## src/rtl/multicycle_control_unit.sv

```systemverilog
// Multicycle RISC-V style control FSM: sequences fetch/decode/execute/writeback
// steps, drives datapath selects and strobes, and counts retired instructions.
module multicycle_control_unit #(
  parameter int MEM_HANDSHAKE   = 1,
  parameter int TRAP_ON_ILLEGAL = 1,
  parameter int CNT_W           = 32
) (
  input  logic             clk,
  input  logic             rst,
  input  logic [6:0]       opcode,
  input  logic [2:0]       funct3,
  input  logic             zero,
  input  logic             lt,
  input  logic             ltu,
  input  logic             mem_ready,
  output logic             pc_we,
  output logic             ir_we,
  output logic             mem_we,
  output logic             mem_re,
  output logic             reg_we,
  output logic             adr_src,
  output logic [1:0]       alu_a_src,
  output logic [1:0]       alu_b_src,
  output logic [1:0]       result_src,
  output logic [1:0]       alu_op,
  output logic             illegal,
  output logic [3:0]       state,
  output logic [CNT_W-1:0] instret
);

  typedef enum logic [3:0] {
    S_FETCH    = 4'd0,
    S_DECODE   = 4'd1,
    S_MEMADR   = 4'd2,
    S_MEMREAD  = 4'd3,
    S_MEMWB    = 4'd4,
    S_MEMWRITE = 4'd5,
    S_EXECR    = 4'd6,
    S_EXECI    = 4'd7,
    S_ALUWB    = 4'd8,
    S_BRANCH   = 4'd9,
    S_JAL      = 4'd10,
    S_JALR_ADR = 4'd11,
    S_JALR     = 4'd12,
    S_LUI      = 4'd13,
    S_AUIPC    = 4'd14,
    S_TRAP     = 4'd15
  } state_t;

  localparam logic [6:0] OP_LOAD   = 7'b0000011;
  localparam logic [6:0] OP_STORE  = 7'b0100011;
  localparam logic [6:0] OP_RTYPE  = 7'b0110011;
  localparam logic [6:0] OP_ITYPE  = 7'b0010011;
  localparam logic [6:0] OP_BRANCH = 7'b1100011;
  localparam logic [6:0] OP_JAL    = 7'b1101111;
  localparam logic [6:0] OP_JALR   = 7'b1100111;
  localparam logic [6:0] OP_LUI    = 7'b0110111;
  localparam logic [6:0] OP_AUIPC  = 7'b0010111;

  state_t cur, nxt;
  logic   ready;
  logic   taken;
  logic   legal;
  logic   retire;

  assign ready = (MEM_HANDSHAKE != 0) ? mem_ready : 1'b1;
  assign state = cur;

  always_comb begin
    taken = 1'b0;
    case (funct3)
      3'b000:  taken = zero;
      3'b001:  taken = !zero;
      3'b100:  taken = lt;
      3'b101:  taken = !lt;
      3'b110:  taken = ltu;
      3'b111:  taken = !ltu;
      default: taken = 1'b0;
    endcase
  end

  always_comb begin
    legal = 1'b0;
    case (opcode)
      OP_LOAD, OP_STORE, OP_RTYPE, OP_ITYPE,
      OP_JAL, OP_JALR, OP_LUI, OP_AUIPC: legal = 1'b1;
      OP_BRANCH:                         legal = (funct3[2:1] != 2'b01);
      default:                           legal = 1'b0;
    endcase
  end

  // A store retires only on the cycle its write is accepted.
  assign retire = (cur == S_MEMWB) || (cur == S_ALUWB) || (cur == S_BRANCH) ||
                  ((cur == S_MEMWRITE) && ready);

  always_ff @(posedge clk) begin
    if (rst) begin
      cur     <= S_FETCH;
      instret <= '0;
    end else begin
      cur <= nxt;
      if (retire) instret <= instret + CNT_W'(1);
    end
  end

  always_comb begin
    nxt        = cur;
    pc_we      = 1'b0;
    ir_we      = 1'b0;
    mem_we     = 1'b0;
    mem_re     = 1'b0;
    reg_we     = 1'b0;
    adr_src    = 1'b0;
    alu_a_src  = 2'b00;
    alu_b_src  = 2'b00;
    result_src = 2'b00;
    alu_op     = 2'b00;
    illegal    = 1'b0;
    case (cur)
      S_FETCH: begin
        mem_re     = 1'b1;
        alu_b_src  = 2'b10;
        result_src = 2'b10;
        pc_we      = ready;
        ir_we      = ready;
        if (ready) nxt = S_DECODE;
      end
      S_DECODE: begin
        alu_a_src = 2'b01;
        alu_b_src = 2'b01;
        if (!legal) begin
          nxt = (TRAP_ON_ILLEGAL != 0) ? S_TRAP : S_FETCH;
        end else begin
          case (opcode)
            OP_LOAD, OP_STORE: nxt = S_MEMADR;
            OP_RTYPE:          nxt = S_EXECR;
            OP_ITYPE:          nxt = S_EXECI;
            OP_BRANCH:         nxt = S_BRANCH;
            OP_JAL:            nxt = S_JAL;
            OP_JALR:           nxt = S_JALR_ADR;
            OP_LUI:            nxt = S_LUI;
            OP_AUIPC:          nxt = S_AUIPC;
            default:           nxt = S_FETCH;
          endcase
        end
      end
      S_MEMADR: begin
        alu_a_src = 2'b10;
        alu_b_src = 2'b01;
        nxt       = (opcode == OP_STORE) ? S_MEMWRITE : S_MEMREAD;
      end
      S_MEMREAD: begin
        adr_src = 1'b1;
        mem_re  = 1'b1;
        if (ready) nxt = S_MEMWB;
      end
      S_MEMWB: begin
        result_src = 2'b01;
        reg_we     = 1'b1;
        nxt        = S_FETCH;
      end
      S_MEMWRITE: begin
        adr_src = 1'b1;
        mem_we  = 1'b1;
        if (ready) nxt = S_FETCH;
      end
      S_EXECR: begin
        alu_a_src = 2'b10;
        alu_op    = 2'b10;
        nxt       = S_ALUWB;
      end
      S_EXECI: begin
        alu_a_src = 2'b10;
        alu_b_src = 2'b01;
        alu_op    = 2'b10;
        nxt       = S_ALUWB;
      end
      S_ALUWB: begin
        reg_we = 1'b1;
        nxt    = S_FETCH;
      end
      S_BRANCH: begin
        alu_a_src = 2'b10;
        alu_op    = 2'b01;
        pc_we     = taken;
        nxt       = S_FETCH;
      end
      // The jump target already sits in ALU-out; the ALU forms the link value.
      S_JAL, S_JALR: begin
        alu_a_src = 2'b01;
        alu_b_src = 2'b10;
        pc_we     = 1'b1;
        nxt       = S_ALUWB;
      end
      S_JALR_ADR: begin
        alu_a_src = 2'b10;
        alu_b_src = 2'b01;
        nxt       = S_JALR;
      end
      S_LUI: begin
        alu_a_src = 2'b11;
        alu_b_src = 2'b01;
        nxt       = S_ALUWB;
      end
      S_AUIPC: begin
        alu_a_src = 2'b01;
        alu_b_src = 2'b01;
        nxt       = S_ALUWB;
      end
      S_TRAP: begin
        illegal = 1'b1;
        nxt     = S_TRAP;
      end
      default: nxt = S_FETCH;
    endcase
  end

endmodule
```

## config.mk

```make
export PLATFORM = sky130hd
export DESIGN_NAME = multicycle_control_unit
export DESIGN_NICKNAME = d
export VERILOG_FILES = /design/src/rtl/multicycle_control_unit.sv
export SDC_FILE = /design/constraint.sdc
export NUM_CORES = 1
export LEC_CHECK = 0
export BUFFER_PORTS_ARGS = -buffer_cell sky130_fd_sc_hd__buf_2
export CAP_MARGIN = 20
export CORE_MARGIN = 2
export CORE_UTILIZATION = 55
export CTS_BUF_LIST = sky130_fd_sc_hd__clkbuf_2 sky130_fd_sc_hd__clkbuf_4 sky130_fd_sc_hd__clkbuf_8
export DETAILED_ROUTE_END_ITERATION = 8
export PLACE_DENSITY_LB_ADDON = 0.15
export SLEW_MARGIN = 40
export SYNTH_ARGS = -nofsm -noshare
export SYNTH_HDL_FRONTEND = slang
export SYNTH_SLANG_ARGS = --single-unit
```

## constraint.sdc

```tcl
create_clock -name clk -period 2.9 [get_ports clk]
set_input_delay 0 -clock clk [delete_from_list [all_inputs] [get_ports clk]]
set_output_delay 0 -clock clk [all_outputs]
set_load 0.02 [all_outputs]
```

==> results of run 1 <==
registers in the layout, summed over array words and instances, names as in the netlist:
name     flops
instret     32
state        4
report_power, final:
group	switching (W)	internal, W
clock	0.000172	0.000212
sequential	0.0000615	0.000519
combinational	0.000387	0.000218
worst max-delay path by stage:
stage                                           to  depth (start not counted)
after global routing      instret[27]$_SDFFE_PP0P_                          5
after floorplan           instret[16]$_SDFFE_PP0P_                          7
after CTS                 instret[29]$_SDFFE_PP0P_                          5
final                     instret[25]$_SDFFE_PP0P_                          5
after detailed placement  instret[25]$_SDFFE_PP0P_                          5
after global placement    instret[25]$_SDFFE_PP0P_                          5
cells by family (layout without fill, tap and decap cells):
| group | Yosys count | in the layout | share of synthesized area [%] |
|---|---|---|---|
| AOI/OAI and AO/OA | 70 | 70 | 20.67 |
| xor gates and xnor gates | 19 | 19 | 7.489 |
| adders and majority gates | 1 | 1 | 0.5630 |
| buffers and inverters | 29 | 86 | 5.799 |
| DFF | 36 | 36 | 32.43 |
| muxes | 1 | 1 | 0.4505 |
| and+or+nand+nor | 127 | 127 | 32.60 |
layout make-up:
cell class,instances,area (sq um),area share [%]
Clock buffer,8,97.59,3.707
Tap cell,50,62.56,2.376
Inverter,11,41.29,1.568
Sequential cell,36,720.7,27.38
Timing Repair Buffer,67,337.8,12.83
Multi-Input combinational cell,218,1373,52.14
synthesized netlist by cell type, types with 3 or more instances:
cell / count
or3_1: 3
xor2_1: 12
a21oi_1: 21
o21a_1: 3
o21ai_0: 15
nor3_1: 7
nand3_1: 12
or4_1: 12
o31ai_1: 13
nand4_1: 9
nand2_1: 22
inv_1: 10
and3_1: 5
xnor2_1: 7
clkbuf_1: 12
nor2_1: 30
dfxtp_1: 36
and2_1: 4
metrics by stage:
step / setup WS (ps) / hold WS (ps) / utilization, %
2_1_floorplan: 1056 / 179.2 / -
3_3_place_gp: 801.0 / 339.8 / 64.30
3_5_place_dp: 738.4 / 347.8 / 64.30
4_1_cts: 704.0 / 51.65 / 66.77
5_1_grt: 511.9 / 69.45 / 66.77
6_report: 675.1 / 58.73 / 66.77
metal layers:
metal  vias up  track usage (%)  share of wire (%)
li1       1156                -                  -
met1      1043            31.70                 47
met2        58            39.22                 46
met3         4            7.167                6.0
met4         0            5.867               0.87
met5         -                0                  0
worst max-delay path, stage by stage (launching register included):
cell and delay [ps]:
dfxtp_1 450, nand2b_2 320, o21ai_4 410, nand3_4 270
or4_1 560, a21oi_1 150
==> qor.txt, run 1 <==
status: complete, no violations
Gate Count Post-Synth: 283
Synth warnings: 0
final hold viol count: 0
Worst slew margin: 53.46%
vias in the first global route: 1,950
core box area: 3943 sq um
Area growth syn-to-layout: 18.47%
Final min period: 2225 ps
Final Skew: 7.495 ps
Final Setup Violations: 0
CTS Hold Bufs: 0
Mapped Nets: 300
hold_sp: opcode[5]
crit-path max FO: 18
most common cell after layout, fill and taps aside: buf_2
Post-DP HPWL: 3729 microns
Worst-path clk slew: 70 ps
main flop type after synthesis: dfxtp_1
EDFF count, synth: 0
grt ovf: 0
CTS Root Cell: clkbuf_8
Yosys cell types: 57
GPL Wtd Cong: 0.8890
Max Clk Rate: 449.5 MHz
Std-Cell Rows: 23
Worst R2R Setup Slack: 680 ps
post-CTS resize count: 0
worst hold endpoint: state[1]$_SDFFE_PP0P_
share of cells above drive strength 1: 25.59%
# diodes: 0
CP arrival: 2440 ps
drt initial violations: 128
die area: 4564 sq um
die width: 67.56 microns
GRT Total Usage: 24.28%
most frequent cells in the layout: buf_2, dfxtp_1, nor2_1
WP data required: 3120 ps
P_leak: 1.085 nW
DRC Markers: 0
reg2reg end: instret[25]$_SDFFE_PP0P_
detailed-route via count: 2,261
Worst Hold Depth: 3
Yosys reg bits: 36
Starting Density: 56.36%
clock tree buffer depth: 2
initial antenna violation count: 0
fin. max-slew vios: 0
first-pass GRT wire length: 8604 microns
CTS tree: yes
drt wl/cell: 13.30 microns
CP Launch Type: flop
nets@finish: 356
DRT Pass-1 Iters: 4
IR Drop Worst-Case VDD: 0.3674 mV
Vias/cell: 5.797
setup TNS: 0 ps
Max Cap Viol: 0
reg2reg start: state[3]$_SDFFE_PP0P_
sequential element share of the synthesized area: 32.43%
Crit. End Element: flop
Placed Area: 2535 sq um
Antenna Violating Nets Remaining: 0
Worst Max-Slew Pin Slew: 697.2 ps
total power: 0.001569 W
top post-synthesis cells by area: dfxtp_1, nor2_1, a21oi_1
port bufs: 66
critical path startpoint: state[3]$_SDFFE_PP0P_
H-tree levels: 2
top-area cell type share of the netlist area: 32.43%
final period utilization: 76.72%
setup repair bufs after CTS: 0
RSZ-0062 raised after global routing: no
area of the mapped netlist: 2222 sq um
Avg Synthesized Cell Area: 7.852 sq um
largest net degree at the start of global routing: 36
Synth area leader: dfxtp_1
overall die height: 67.56 microns
asr flop ratio synth: 0%
Filler Cells Inserted: 360
final wirelength: 5188 microns
type of the most critical hold path: primary input to flop
critical path type: flop to flop
worst r2r path cells: 5
PwrDens: 596.2 nW/um^2
CTS sink cnt: 36
cell total after placement: 382
clk_lat worst skew: 290 ps
design area: 2633 sq um
post-route insts no fill: 390
Num CTS Buffers: 5
io pins: 67
(Power assumes the default switching activity.)
==> run 2: changes to the inputs <==
--- a/config.mk
+++ b/config.mk
@@ -5,10 +5,11 @@
 export SDC_FILE = /design/constraint.sdc
 export NUM_CORES = 1
 export LEC_CHECK = 0
+export ABC_AREA = 1
 export BUFFER_PORTS_ARGS = -buffer_cell sky130_fd_sc_hd__buf_2
 export CAP_MARGIN = 20
 export CORE_MARGIN = 2
-export CORE_UTILIZATION = 55
+export CORE_UTILIZATION = 49
 export CTS_BUF_LIST = sky130_fd_sc_hd__clkbuf_2 sky130_fd_sc_hd__clkbuf_4 sky130_fd_sc_hd__clkbuf_8
 export DETAILED_ROUTE_END_ITERATION = 8
 export PLACE_DENSITY_LB_ADDON = 0.15
==> constraint.sdc (replaced) <==
create_clock -name clk -period 1.95 [get_ports clk]
set_input_delay 0 -clock clk [delete_from_list [all_inputs] [get_ports clk]]
set_output_delay 0 -clock clk [all_outputs]
set_load 0.02 [all_outputs]
==> qor.txt, run 2 <==
CTS tree: yes
sequential element share of the synthesized area: 29.95%
most numerous cell in the Yosys netlist: nand2_1
most flop-heavy register: instret
CTS Root Cell: clkbuf_8
Seq pwr share: 31.5%
total power: 0.002706 W
Synth area leader: dfxtp_1
grt ovf: 0
Synth warnings: 0
Logic pwr share: 47.3%
Max Cap Viol: 0
Sw Pwr: 0.001229 W
io pins: 67
top post-synthesis cells by area: dfxtp_1, nand2_1, nor2_1
Crit. End Element: flop
core box area: 4723 sq um
met3 wire length: 366 microns
final hold viol count: 0
H-tree levels: 2
fin. max-slew vios: 0
DRT Pass-1 Iters: 4
Clock Power Share: 21.3%
DR WL met2: 2623 microns
Num CTS Buffers: 5
PwrDens: 931.8 nW/um^2
vias in the first global route: 2,376
pre-CTS worst setup slack: 194.8 ps
Final Skew: 8.190 ps
first-pass GRT wire length: 10,320 microns
Mapped Nets: 414
WP data required: 2130 ps
die area: 5487 sq um
Worst Max-Slew Pin Slew: 514.4 ps
Starting Density: 50.94%
GPL Wtd Cong: 0.9385
GRT Total Usage: 24.04%
DRC Markers: 0
EDFF count, synth: 0
crit-path max FO: 5
most common cell after layout, fill and taps aside: nand2_1
Placed Area: 2806 sq um
overall die height: 74.08 microns
status: complete, no violations
most frequent cells in the layout: nand2_1, buf_2, nor2_1
RSZ-0062 raised after global routing: no
critical path type: flop to flop
drt wl/cell: 11.70 microns
Worst slew margin: 65.39%
Final Setup Violations: 0
top-area cell type share of the netlist area: 29.95%
type of the most critical hold path: primary input to flop
Core Util, Final: 61.48%
P_leak: 1.325 nW
final wirelength: 6262 microns
area of the mapped netlist: 2406 sq um
largest net degree at the start of global routing: 29
Std-Cell Rows: 25
highest routed metal layer: met4
main flop type after synthesis: dfxtp_1
asr flop ratio synth: 0%
cell-internal power: 0.001477 W
post-CTS resize count: 0
final period utilization: 89.76%
Post-DP HPWL: 4944 microns
clock tree buffer depth: 2
clk_lat worst skew: 290 ps
CTS sink cnt: 36
# diodes: 0
setup repair bufs after CTS: 0
design area: 2904 sq um
max FFs per register: 32
drt initial violations: 168
Area growth syn-to-layout: 20.70%
Avg Synthesized Cell Area: 6.061 sq um
fin worst setup slack: 199.6 ps
Final min period: 1750 ps
die width: 74.08 microns
IR Drop Worst-Case VDD: 0.4827 mV
Worst-path clk slew: 70 ps
nets@finish: 484
Max Clk Rate: 571.3 MHz
Yosys cell types: 35
switching share of total power: 45.41%
Antenna Violating Nets Remaining: 0
CTS Hold Bufs: 0
Vias/cell: 5.006
initial antenna violation count: 0
setup TNS: 0 ps
met1 wire length: 3186 microns
CP Launch Type: flop
Yosys reg bits: 36
port bufs: 66
detailed-route via count: 2,678
top cells by count, synth: nand2_1, nor2_1, inv_1
Gate Count Post-Synth: 397
CP arrival: 1930 ps
share of cells above drive strength 1: 20.30%
-- run 2: path summary, 6_finish.rpt --
path,cells after the start,endpoint,slack (ps),startpoint
hold / removal,3,state[0]$_SDFFE_PP0P_,70,mem_ready
setup reg to reg,9,instret[26]$_SDFFE_PP0P_,200,instret[0]$_SDFFE_PP0P_
hold reg to reg,2,instret[4]$_SDFFE_PP0P_,490,instret[4]$_SDFFE_PP0P_
setup / recovery,9,instret[26]$_SDFFE_PP0P_,200,instret[0]$_SDFFE_PP0P_
-- run 2: worst max-delay path: stages, from the launching register on --
cell and delay [ps]:
dfxtp_1 400, ha_1 210, inv_1 60, nor3_1 170
nand2_1 150, nor2_2 200, nand3_4 120, nor2_1 130
xor2_1 150, nor2_1 50
-- run 2: cell families (layout without fill, tap and decap cells) --
logic type	after synthesis	count (layout)	share of synthesized area (%)
fa+ha+maj	1	1	0.5199
flops	36	36	29.95
xor+xnor	15	15	5.460
compound gates	49	49	11.02
buf+inv	64	135	10.71
simple gates	232	232	42.33
-- run 2: area by class of cell --
class,count,area [sq um]
sequential,36,720.7
timing repair buffer,70,360.3
tap,67,83.83
multi-input combinational,297,1428
clock buffer,8,97.59
fill,476,1819
inverter,57,214.0
-- run 2: per-layer routing --
layer  vias to the layer above  global-route usage (%)
met5                         -                       0
met4                         0                   8.889
met3                         8                   4.336
met2                        89                   36.21
met1                      1172                   34.36
li1                       1409                       -
-- run 2: metrics by stage --
stage          hold WS, ps  cells
2_1_floorplan        186.6    397
3_3_place_gp         365.5    527
3_5_place_dp         361.0    527
5_1_grt              82.27    535
6_report             69.38    535
4_1_cts              63.63    535
-- run 2: power groups by stage --
| stage | Clock (W) | Sequential, W | Combinational [W] |
|---|---|---|---|
| after floorplan | 0 | 0.000904 | 0.000895 |
| after global placement | 0 | 0.000866 | 0.00127 |
| after detailed placement | 0 | 0.000868 | 0.00128 |
| after CTS | 0.000585 | 0.000850 | 0.00128 |
| after global routing | 0.000611 | 0.000857 | 0.00140 |
| final | 0.000576 | 0.000851 | 0.00128 |
